[src/rtl/tx_beam_ch.sv]
// Per-channel transmit beamformer.
// A shared fire strobe starts a shot: the channel reads its focal delay for the
// selected line from a local LUT, waits that many clocks, then emits a bipolar
// pulser burst of programmable half-period and cycle count. Timing is identical
// whether or not the channel is apodised on, so done stays aligned across channels.
module tx_beam_ch #(
    parameter int unsigned ADDR_WD  = 7,
    parameter int unsigned DELAY_WD = 12,
    parameter int unsigned HALF_WD  = 8,
    parameter int unsigned NCYC_WD  = 4
) (
    input  logic                clk,
    input  logic                rst_n,
    input  logic [ADDR_WD-1:0]  lut_addr,
    input  logic                lut_we,
    input  logic [DELAY_WD-1:0] lut_din,
    input  logic                cfg_we,
    input  logic [HALF_WD-1:0]  cfg_half_period,
    input  logic [NCYC_WD-1:0]  cfg_num_cycles,
    input  logic                cfg_enable,
    input  logic [ADDR_WD-1:0]  line_sel,
    input  logic                fire,
    input  logic                abort,
    output logic                pulse_p,
    output logic                pulse_n,
    output logic                tx_active,
    output logic                busy,
    output logic                done
);

    localparam int unsigned DEPTH = 2 ** ADDR_WD;

    localparam logic [2:0] S_IDLE  = 3'd0;
    localparam logic [2:0] S_FETCH = 3'd1;
    localparam logic [2:0] S_DELAY = 3'd2;
    localparam logic [2:0] S_PULSE = 3'd3;
    localparam logic [2:0] S_DONE  = 3'd4;

    // ------------------------------------------------------------------
    // Delay LUT
    // ------------------------------------------------------------------
    logic [DELAY_WD-1:0] mem_q [DEPTH];
    logic [DELAY_WD-1:0] rdata_q;
    logic                rd_en_c;

    logic [2:0]          state_q, state_d;

    // The read is launched in the IDLE cycle that accepts fire, so the
    // delay is already registered when FETCH begins; this also latches line_sel.
    assign rd_en_c = (state_q == S_IDLE) && fire && !abort;

    // Write port and registered read-first read port; contents are not reset.
    always_ff @(posedge clk) begin
        if (lut_we) begin
            mem_q[lut_addr] <= lut_din;
        end
        if (rd_en_c) begin
            rdata_q <= mem_q[line_sel];
        end
    end

    // ------------------------------------------------------------------
    // Config registers (host side)
    // ------------------------------------------------------------------
    logic [HALF_WD-1:0] cfg_half_q;
    logic [NCYC_WD-1:0] cfg_ncyc_q;
    logic               cfg_en_q;

    // Host-loaded configuration, shadowed into the working set on fire.
    always_ff @(posedge clk or negedge rst_n) begin
        if (!rst_n) begin
            cfg_half_q <= HALF_WD'(1);
            cfg_ncyc_q <= NCYC_WD'(1);
            cfg_en_q   <= 1'b0;
        end else if (cfg_we) begin
            cfg_half_q <= cfg_half_period;
            cfg_ncyc_q <= cfg_num_cycles;
            cfg_en_q   <= cfg_enable;
        end
    end

    // ------------------------------------------------------------------
    // Shot sequencer
    // ------------------------------------------------------------------
    logic [HALF_WD-1:0]  wrk_half_q,  wrk_half_d;
    logic [NCYC_WD-1:0]  wrk_ncyc_q,  wrk_ncyc_d;
    logic                wrk_en_q,    wrk_en_d;
    logic [DELAY_WD-1:0] dly_cnt_q,   dly_cnt_d;
    logic [HALF_WD-1:0]  half_cnt_q,  half_cnt_d;
    logic [NCYC_WD-1:0]  cyc_cnt_q,   cyc_cnt_d;
    logic                phase_q,     phase_d;
    logic                pulse_p_q,   pulse_p_d;
    logic                pulse_n_q,   pulse_n_d;
    logic                tx_active_q, tx_active_d;
    logic                busy_q,      busy_d;
    logic                done_q,      done_d;

    // State, working config, counters and registered outputs.
    always_ff @(posedge clk or negedge rst_n) begin
        if (!rst_n) begin
            state_q     <= S_IDLE;
            wrk_half_q  <= HALF_WD'(1);
            wrk_ncyc_q  <= NCYC_WD'(1);
            wrk_en_q    <= 1'b0;
            dly_cnt_q   <= '0;
            half_cnt_q  <= '0;
            cyc_cnt_q   <= '0;
            phase_q     <= 1'b0;
            pulse_p_q   <= 1'b0;
            pulse_n_q   <= 1'b0;
            tx_active_q <= 1'b0;
            busy_q      <= 1'b0;
            done_q      <= 1'b0;
        end else begin
            state_q     <= state_d;
            wrk_half_q  <= wrk_half_d;
            wrk_ncyc_q  <= wrk_ncyc_d;
            wrk_en_q    <= wrk_en_d;
            dly_cnt_q   <= dly_cnt_d;
            half_cnt_q  <= half_cnt_d;
            cyc_cnt_q   <= cyc_cnt_d;
            phase_q     <= phase_d;
            pulse_p_q   <= pulse_p_d;
            pulse_n_q   <= pulse_n_d;
            tx_active_q <= tx_active_d;
            busy_q      <= busy_d;
            done_q      <= done_d;
        end
    end

    // Next-state logic; outputs are decoded from the next state so that the
    // output flops line up exactly with the state they describe.
    always_comb begin
        state_d     = state_q;
        wrk_half_d  = wrk_half_q;
        wrk_ncyc_d  = wrk_ncyc_q;
        wrk_en_d    = wrk_en_q;
        dly_cnt_d   = dly_cnt_q;
        half_cnt_d  = half_cnt_q;
        cyc_cnt_d   = cyc_cnt_q;
        phase_d     = phase_q;

        case (state_q)
            S_IDLE: begin
                if (fire) begin
                    state_d    = S_FETCH;
                    wrk_half_d = (cfg_half_q == '0) ? HALF_WD'(1) : cfg_half_q;
                    wrk_ncyc_d = cfg_ncyc_q;
                    wrk_en_d   = cfg_en_q;
                end
            end

            S_FETCH: begin
                dly_cnt_d = rdata_q;
                if (rdata_q != '0) begin
                    state_d = S_DELAY;
                end else if (wrk_ncyc_q == '0) begin
                    state_d = S_DONE;
                end else begin
                    state_d    = S_PULSE;
                    half_cnt_d = wrk_half_q;
                    cyc_cnt_d  = wrk_ncyc_q;
                    phase_d    = 1'b0;
                end
            end

            S_DELAY: begin
                if (dly_cnt_q == DELAY_WD'(1)) begin
                    if (wrk_ncyc_q == '0) begin
                        state_d = S_DONE;
                    end else begin
                        state_d    = S_PULSE;
                        half_cnt_d = wrk_half_q;
                        cyc_cnt_d  = wrk_ncyc_q;
                        phase_d    = 1'b0;
                    end
                end else begin
                    dly_cnt_d = dly_cnt_q - DELAY_WD'(1);
                end
            end

            S_PULSE: begin
                // Nested counting: half-period inside phase inside cycle.
                if (half_cnt_q == HALF_WD'(1)) begin
                    half_cnt_d = wrk_half_q;
                    if (!phase_q) begin
                        phase_d = 1'b1;
                    end else if (cyc_cnt_q == NCYC_WD'(1)) begin
                        state_d = S_DONE;
                    end else begin
                        phase_d   = 1'b0;
                        cyc_cnt_d = cyc_cnt_q - NCYC_WD'(1);
                    end
                end else begin
                    half_cnt_d = half_cnt_q - HALF_WD'(1);
                end
            end

            S_DONE: begin
                state_d = S_IDLE;
            end

            default: begin
                state_d = S_IDLE;
            end
        endcase

        if (abort) begin
            state_d = S_IDLE;
        end

        pulse_p_d   = wrk_en_d && (state_d == S_PULSE) && !phase_d;
        pulse_n_d   = wrk_en_d && (state_d == S_PULSE) &&  phase_d;
        tx_active_d = (state_d == S_DELAY) || (state_d == S_PULSE);
        busy_d      = (state_d != S_IDLE);
        done_d      = (state_d == S_DONE);
    end

    assign pulse_p   = pulse_p_q;
    assign pulse_n   = pulse_n_q;
    assign tx_active = tx_active_q;
    assign busy      = busy_q;
    assign done      = done_q;

endmodule

[config.mk]
export PLATFORM = sky130hd
export DESIGN_NAME = tx_beam_ch
export DESIGN_NICKNAME = d
export VERILOG_FILES = /design/src/rtl/tx_beam_ch.sv
export SDC_FILE = /design/constraint.sdc
export NUM_CORES = 1
export LEC_CHECK = 0
export CORE_MARGIN = 10
export CORE_UTILIZATION = 41
export CTS_BUF_LIST = sky130_fd_sc_hd__clkbuf_4 sky130_fd_sc_hd__clkbuf_8
export CTS_CLUSTER_DIAMETER = 120
export DETAILED_ROUTE_END_ITERATION = 8
export PLACE_DENSITY = 0.58
export SYNTH_ARGS = -nofsm -noshare
export SYNTH_HDL_FRONTEND = slang
export SYNTH_SLANG_ARGS = --single-unit
[constraint.sdc]
create_clock -name clk -period 2.8 [get_ports clk]
set_clock_uncertainty 0.1 [all_clocks]
set_input_delay 0.56 -clock clk [delete_from_list [all_inputs] [get_ports clk]]
set_output_delay 0.56 -clock clk [all_outputs]
set_load 0.02 [all_outputs]
==> impl_metrics.yaml, run 1 <==
cells_and_area:
  final_cell_mix: "edfxtp_1 (1548), mux4_2 (504), clkbuf_8 (299), buf_4 (236), nor2_1 (144)"
  multi_input_area_um2: 13700
  fin_cells: 5424
  areaGrowthSynthToFinish_pct: 19.2
  fin_nets: 3253
  fin_util_pct: 49.4
  regArea_um2: 48000
  fill_cells: 12000
  drive_gt1_share_pct: 39.5
  mostFrequentLayoutCell: "edfxtp_1"
  final_cell_area_um2: 74200
placement:
  port_buffers: 49
  dp.cells: 4922
  dpl_cell_area_um2: 68600
  place_congestion: 0.835
  place_hpwl_um: 101000
min_path:
  hold_path_startpoint: "lut_din[8]"
  worstHoldPathType: "in2reg"
clock_network:
  clkSinkCount: 1607
  cts_buffers: 284
  cts_setup_buffers: 0
  cts_buffer_depth: 4
  cts-root-buf: "clkbuf_8"
  clk_latency_ns: 1.01
  htree_levels: 5
  clk_pin_slew_ns: 0.06
  cts_tree: "yes"
synthesis:
  syn_nets: 2711
  ys_types: 54
  synth_compound_area_share_pct: 0.931
  synth_warnings: 0
  synth_flop_cell: "edfxtp_1"
  avgSynthCellArea_um2: 23.4
  synth_fa_ha_area_share_pct: 0.121
  ys_seq_elements: 1607
  synthSimpleGateAreaFrac_pct: 1.91
  synthXorXnorAreaFrac_pct: 0.0141
  syn_area_um2: 62200
  syn_inst: 2660
  async_flop_share_pct: 3.67
  synth_top_family_by_area: "multiplexers"
  synth_edf_count: 1548
  synth_mux_area_share_pct: 18.9
  synth_seq_area_share_pct: 77.1
drt:
  vias_per_cell: 5.66
  wirelength_um: 158000
  route.detailed.drc: 0
  firstDrtPassIters: 5
  wl_per_cell_um: 29.2
  drt_iter0_markers: 3369
  drtAntennaViolNets: 0
  vias: 30700
die:
  start_util_pct: 41.4
  dieArea_um2: 168000
  coreArea_um2: 150000
  die_h_um: 410
  std_cell_rows: 142
  io_pins: 50
  die_x_um: 410
run:
  maxCapViolCount: 0
global_routing:
  grt_pass1_vias: 31800
  grt_max_degree: 129
  antenna_found_initial: 28
  grt_pass1_wl_um: 229000
  gr-total-overflow: 0
  grtUsageTotal_pct: 18.8
pwr:
  vdd_ir_drop_max_v: 0.000516
  powerDensity_nw_per_um2: 698
  p_leak_nw: 23.8
sta:
  finalCriticalPeriod_ns: 2.73
  max_freq_ghz: 0.366
  worstMarginPinSlew_ns: 0.857
  slew_viol_final: 0
  finalCritPeriodShare_pct: 97.6
  finalSetupViolCount: 0
  rsz0062_at_grt: "no"
  relSlewSlack_pct: 42.9
  hold_violations: 0
worst_setup_path:
  worstPathCellList: "mux4_2, mux4_2, mux4_2, mux2_2"
  cp_top_family: "multiplexers"
  required_ns: 3.41
  cp_common_cell: "mux4_2"
  cpMaxStageDelayCell: "mux4_2"
  end_kind: "register"
  crit_fanout: 1
  timing.rr.start: "mem_q[95][1]"
  cp-startpoint: "mem_q[95][1]"
  crit_path_max_incr_delay_ns: 0.62
  cp-start-kind: "register"
  crit_buf_inv: 0
  arrival_ns: 3.34
  crit_type: "reg2reg"
status:
  status: "finished, final reports clean"
stage by stage:
| step | TNS [ns] | hold WS, ns | setup slack (ns) | total power [mW] |
|---|---|---|---|---|
| global route | 0 | -0.00715 | 0.0249 | 53.7 |
| finish | 0 | 0.0227 | 0.0664 | 51.8 |
| global placement | -26.68 | 0.373 | -0.855 | 31.2 |
| CTS | 0 | 0.00255 | 0.0303 | 52.3 |
| floorplan | -2.21 | 0.164 | -0.184 | 29.5 |
| detailed placement | -46.65 | 0.374 | -0.855 | 31.3 |
power breakdown:
group	switching (mW)	internal, mW
sequential	0.368	26.8
clock	9.19	11.7
combinational	2.10	1.61
total	11.7	40.1
synthesized netlist by cell type, drive strengths merged, types with 8 or more instances:
cell / instances / area (µm²)
mux2: 36 / 405
nor2b: 8 / 50.1
dfrtp: 55 / 1380
o21ai: 24 / 120
nor2: 144 / 541
buf: 67 / 342
nand2: 27 / 101
inv: 8 / 30.0
clkbuf: 76 / 285
nor3: 19 / 95.1
edfxtp: 1548 / 46500
a21oi: 27 / 135
mux4: 504 / 11400
nand3: 20 / 100
nand4: 10 / 62.6
nor4: 11 / 68.8
area by class of cell:
class | count | area share [%]
well taps | 2016 | 3.40
multi-input cells | 902 | 18.4
flip-flops and latches | 1607 | 64.6
diodes | 7 | 0.0236
inverters | 8 | 0.0405
clock buffers | 388 | 6.45
clock inverters | 97 | 0.857
repair buffers | 399 | 6.17
cells by family (layout without fill, tap and decap cells):
group,after synthesis,count (layout)
flops,1607,1607
mux,541,541
simple gates,262,262
buf+inv,151,892
compound gates,92,92
fa+ha+maj,6,6
xor+xnor,1,1
other cells,0,7
registers in the layout, indices dropped and copies added (netlist names), 3 cells and up:
signal	flops
mem_q	1536
dly_cnt_q	12
rdata_q	12
cfg_half_q	8
half_cnt_q	8
wrk_half_q	8
cfg_ncyc_q	4
cyc_cnt_q	4
wrk_ncyc_q	4
state_q	3
worst paths after layout:
path	slack, ns	cells after the start	end
max	0.07	4	rdata_q[1]
min	0.02	2	mem_q[28][8]
max reg2reg	0.07	4	rdata_q[1]
min reg2reg	0.39	2	wrk_en_q
max in group asynchronous	1.76	4	cfg_en_q
min in group asynchronous	0.13	3	cyc_cnt_q[1]
repair_timing:
item                                    in CTS  in global routing
hold endpoints to repair                   204                  0
gates resized for setup                      0                  3
endpoints found under the setup margin       0                 10
hold buffers                                10                  0
routing by layer:
metal  wire length, µm  track usage [%]  up-vias
li1                  -                -    12500
met3             14900             5.69      313
met5                92                0        -
met2             74800             29.1     1450
met1             64300             25.6    16400
met4              4370             6.08       14
Power figures use the tool's default switching activity.
==> inputs of run 2 (changes only) <==
Settings changed: CTS_CLUSTER_DIAMETER 120 to 40, SETUP_SLACK_MARGIN set to 0.3.
==> run 2 against run 1 <==
- via count decreased by 0.77%
- design area hardly changed
- clock power fell by 2%
- setup slack improved by 0.016 ns
- count of clock-buffer cells in the layout fell by 8
- sequential share of layout area hardly changed
- wire length down 1.5%
- core utilization barely moved
- worst hold slack better by 0.028 ns
- die area is the same
- sequential power hardly changed
==> impl_metrics.yaml, run 2 (same netlist as run 1, synthesis figures left out) <==
status:
  status: "finished, final reports clean"
sta:
  fin_tns_setup_ns: 0
  hold_violations: 0
  relSlewSlack_pct: 46.8
  max_freq_ghz: 0.368
  rsz0062_at_grt: "yes"
  slew_viol_final: 0
  whs_ns: 0.0504
  finalSetupViolCount: 0
  finalCriticalPeriod_ns: 2.72
  worst_slack_ns: 0.0828
  finalCritPeriodShare_pct: 97.0
  worstMarginPinSlew_ns: 0.796
cells_and_area:
  fin_nets: 3250
  final_cell_area_um2: 74200
  final_cell_mix: "edfxtp_1 (1548), mux4_2 (504), clkbuf_8 (293), buf_4 (216), nor2_1 (144)"
  areaGrowthSynthToFinish_pct: 19.2
  regMostFlops: "mem_q"
  reg_top3: "mem_q (1536), dly_cnt_q (12), rdata_q (12)"
  drive_gt1_share_pct: 39.6
  mostFrequentLayoutCell: "edfxtp_1"
  largest_reg_flops: 1536
pwr:
  powerDensity_nw_per_um2: 690
  power.total_mw: 51.2
  p_leak_nw: 23.8
  vdd_ir_drop_max_v: 0.000507
clock_network:
  clkSinkCount: 1607
  clk_pin_slew_ns: 0.06
  clk_latency_ns: 0.98
  cts-root-buf: "clkbuf_8"
  cts_buffer_depth: 4
  cts_buffers: 288
  htree_levels: 5
  cts_tree: "yes"
min_path:
  worstHoldPathType: "in2reg"
  hold_path_startpoint: "lut_din[1]"
die:
  std_cell_rows: 142
  coreArea_um2: 150000
  io_pins: 50
  die_x_um: 410
  dieArea_um2: 168000
  die_h_um: 410
  start_util_pct: 41.4
global_routing:
  grt_max_degree: 129
  gr-total-overflow: 0
  grt_pass1_vias: 32100
  antenna_found_initial: 10
  grt_pass1_wl_um: 228000
  grtUsageTotal_pct: 18.5
worst_setup_path:
  worstPathCellList: "mux4_2, mux4_2, mux4_2, mux2_2"
  cpMaxStageDelayCell: "mux4_2"
  crit_path_max_incr_delay_ns: 0.59
  cp_top_family: "multiplexers"
  cp-start-kind: "register"
  required_ns: 3.37
  crit_fanout: 1
  timing.rr.start: "mem_q[95][8]"
  cp-startpoint: "mem_q[95][8]"
  cp_common_cell: "mux4_2"
  arrival_ns: 3.29
  end_kind: "register"
  crit_buf_inv: 0
  crit_type: "reg2reg"
drt:
  drtAntennaViolNets: 0
  route.detailed.drc: 0
  vias: 30500
  drt_iter0_markers: 3487
  firstDrtPassIters: 5
  wl_per_cell_um: 28.9
  wirelength_um: 156000
  vias_per_cell: 5.65
run:
  maxCapViolCount: 0
placement:
  port_buffers: 49
  place_congestion: 0.810
  dpl_cell_area_um2: 68800
  dp_slack_ns: -0.847
  place_hpwl_um: 98400
[run 2: cell count changes in the layout (fill, tap and decap cells not counted), moves of 5 or more]
cell,before,now
dlygate4sd2_1,0,5
clkdlybuf4s50_1,31,26
clkinv_1,53,41
buf_4,236,216
clkbuf_8,299,293
clkinvlp_4,2,9
mux2_4,0,11
diode_2,7,2
mux2_2,36,25
buf_12,117,131
[run 2: metal layers]
metal / up-vias / routed length [µm] / track usage (%)
li1: 12500 / - / -
met1: 16400 / 66000 / 26.6
met2: 1288 / 75800 / 29.4
met3: 251 / 11200 / 3.30
met4: 0 / 3100 / 4.87
met5: - / 0 / 0
[run 2: timing repair]
action                                  CTS  global route
endpoints found under the setup margin   18            20
hold buffers                              9             0
hold endpoints to repair                256             0
pin swaps                                 0             0
gates resized for setup                  17             6
buffers inserted                          0             0
[run 2: power by group]
part / switching, mW / internal (mW) / total (mW) / leakage (nW)
clock: 9.12 / 11.3 / 20.4 / 2.77
combinational: 2.04 / 1.62 / 3.66 / 6.40
sequential: 0.366 / 26.8 / 27.1 / 14.6
total: 11.5 / 39.7 / 51.2 / 23.8
[run 2: layout make-up]
| cell class | instances | area [µm²] |
|---|---|---|
| multi-input cells | 902 | 13700 |
| repair buffers | 392 | 4690 |
| fillers | 12000 | 76100 |
| well taps | 2016 | 2520 |
| diodes | 2 | 5.00 |
| flip-flops and latches | 1607 | 48000 |
| clock buffers | 380 | 4690 |
| clock inverters | 88 | 559 |
| inverters | 8 | 30.0 |
[run 2: stage by stage]
step | utilization (%) | std cells
floorplan | - | 2660
global placement | 45.8 | 4916
detailed placement | 45.8 | 4916
CTS | 49.3 | 5393
global route | 49.4 | 5395
finish | 49.4 | 5395
[run 2: path summary, 6_finish.rpt]
| kind | cells past startpoint | endpoint | slack, ns |
|---|---|---|---|
| worst max-delay path | 4 | rdata_q[8] | 0.08 |
| worst min-delay path | 1 | mem_q[118][1] | 0.05 |
| worst max register to register | 4 | rdata_q[8] | 0.08 |
| worst min register to register | 1 | half_cnt_q[1] | 0.42 |
| max in group asynchronous | 3 | wrk_ncyc_q[1] | 1.90 |
| min in group asynchronous | 3 | dly_cnt_q[1] | 0.22 |
==> inputs of run 3 (changes only) <==
Settings changed: CORE_UTILIZATION 41 to 30, PLACE_DENSITY 0.58 to 0.45.
==> run 3 against run 2 <==
- the run now ends with negative setup slack left
- total power increased by 7.6%
- core utilization decreased by 12 points
- worst hold slack improved by 0.32 ns
- non-clock buffer count increased by 46
- flip-flop and latch count unchanged
- highest routed layer unchanged
==> impl_metrics.yaml, run 3 (same netlist as run 1, synthesis figures left out) <==
cells_and_area:
  largest_reg_flops: 1536
  fin_nets: 3332
  reg_top3: "mem_q (1536), dly_cnt_q (12), rdata_q (12)"
  fin_util_pct: 37.2
  fill_cells: 18600
  multi_input_area_um2: 13700
  drive_gt1_share_pct: 41.3
  regMostFlops: "mem_q"
  regArea_um2: 48000
  final_cell_mix: "edfxtp_1 (1548), mux4_2 (504), clkbuf_8 (337), buf_4 (229), buf_12 (145)"
  areaGrowthSynthToFinish_pct: 23.4
  mostFrequentLayoutCell: "edfxtp_1"
die:
  die_h_um: 475
  dieArea_um2: 226000
  start_util_pct: 30.1
  coreArea_um2: 207000
  std_cell_rows: 167
  io_pins: 50
  die_x_um: 475
sta:
  max_freq_ghz: 0.346
  rsz0062_at_grt: "yes"
  hold_violations: 0
  finalCriticalPeriod_ns: 2.89
  worstMarginPinSlew_ns: 0.697
  fin_tns_setup_ns: -0.210
  worst_slack_ns: -0.0941
  slew_viol_final: 0
  finalCritPeriodShare_pct: 103
  relSlewSlack_pct: 53.5
  finalSetupViolCount: 5
  whs_ns: 0.372
clock_network:
  cts_tree: "yes"
  clk_pin_slew_ns: 0.06
  clkSinkCount: 1607
  clk_latency_ns: 1.05
  cts_buffers: 324
  htree_levels: 5
  cts-root-buf: "clkbuf_8"
  cts_buffer_depth: 4
min_path:
  hold_path_end: "wrk_half_q[0]"
  hold_path_depth: 5
  hold_path_startpoint: "fire"
  worstHoldPathType: "in2reg"
worst_setup_path:
  cp-startpoint: "mem_q[94][2]"
  end_kind: "register"
  cp_common_cell: "mux4_2"
  crit_type: "reg2reg"
  crit_path_max_incr_delay_ns: 0.64
  required_ns: 3.42
  crit_fanout: 1
  cp_top_family: "multiplexers"
  cp.depth: 4
  r2r_end: "rdata_q[2]"
  arrival_ns: 3.51
  crit_buf_inv: 0
  worstPathCellList: "mux4_2, mux4_2, mux4_2, mux2_4"
  reg2reg_slack_ns: -0.09
  timing.rr.start: "mem_q[94][2]"
  cpMaxStageDelayCell: "mux4_2"
  reg2regPathDepth: 4
  cp-start-kind: "register"
placement:
  place_hpwl_um: 113000
  port_buffers: 49
  place_congestion: 0.768
  dp_slack_ns: -0.998
pwr:
  power.total_mw: 55.1
  p_leak_nw: 24.6
  vdd_ir_drop_max_v: 0.000523
  powerDensity_nw_per_um2: 717
status:
  violations: "negative setup slack"
  status: "complete, but fails checks"
global_routing:
  grt_pass1_wl_um: 249000
  gr-total-overflow: 0
  grt_pass1_vias: 32800
  antenna_found_initial: 11
  grtUsageTotal_pct: 15.3
  grt_max_degree: 73
drt:
  vias_per_cell: 4.95
  vias: 30800
  wl_per_cell_um: 27.9
  firstDrtPassIters: 7
  route.detailed.drc: 0
  wirelength_um: 174000
  drt_iter0_markers: 3106
  drtAntennaViolNets: 0
run:
  maxCapViolCount: 0
## run 3: changes by cell type in the layout (fill, tap and decap cells not counted), sizes merged, moves of 11 or more
| cell | change |
|---|---|
| bufinv | +15 |
| clkinvlp | +11 |
| dlygate4sd3 | +19 |
| clkbuf | +34 |
| clkinv | +26 |
| buf | +27 |
## run 3: metrics by stage
stage / cells / instance area [µm²]
6_report: 6219 / 76800
5_1_grt: 6218 / 76800
4_1_cts: 6213 / 76800
3_5_place_dp: 5629 / 70000
3_3_place_gp: 5629 / 70000
2_1_floorplan: 2660 / 62800
## run 3: how the worst max path moves through the flow
stage | to | slack, ns
2_1_floorplan | rdata_q[10] | -0.18
3_3_place_gp | rdata_q[5] | -1.03
3_5_place_dp | rdata_q[6] | -1.0
4_1_cts | rdata_q[2] | -0.13
5_1_grt | rdata_q[2] | -0.11
6_report | rdata_q[2] | -0.09
## run 3: what timing repair did
| action | in CTS | in global routing |
|---|---|---|
| hold buffers | 29 | 0 |
| endpoints found under the hold margin | 448 | 0 |
| setup buffers | 0 | 1 |
| resized for setup | 16 | 3 |
| setup endpoints to repair | 18 | 14 |
## run 3: where the power goes
group          internal, mW  switching [mW]  leakage (nW)
combinational          1.63            2.15          6.58
clock                  14.0            10.1          3.36
sequential             26.8           0.374          14.6
## run 3: tightest hold or removal path: cells and delay by family
kind	cells	cell delay, ns
and+or+nand+nor	2	0.25
AOI/OAI and AO/OA	1	0.05
buffers and inverters	2	0.63
## run 3: per-layer routing
layer / up-vias / share of wire, % / global-route usage (%)
met3: 292 / 5.2 / 2.80
met5: - / 0 / 0
met1: 16700 / 44 / 21.3
li1: 12700 / - / -
met4: 0 / 2.1 / 3.98
met2: 1005 / 48 / 24.9
## run 3: layout make-up
| class | instances | share of cell area, % |
|---|---|---|
| flip-flops and latches | 1607 | 62.5 |
| multi-input cells | 902 | 17.8 |
| repair buffers | 438 | 6.86 |
| clock buffers | 414 | 6.79 |
| well taps | 2704 | 4.41 |
| clock inverters | 141 | 1.60 |
| inverters | 8 | 0.0391 |
| diodes | 5 | 0.0163 |
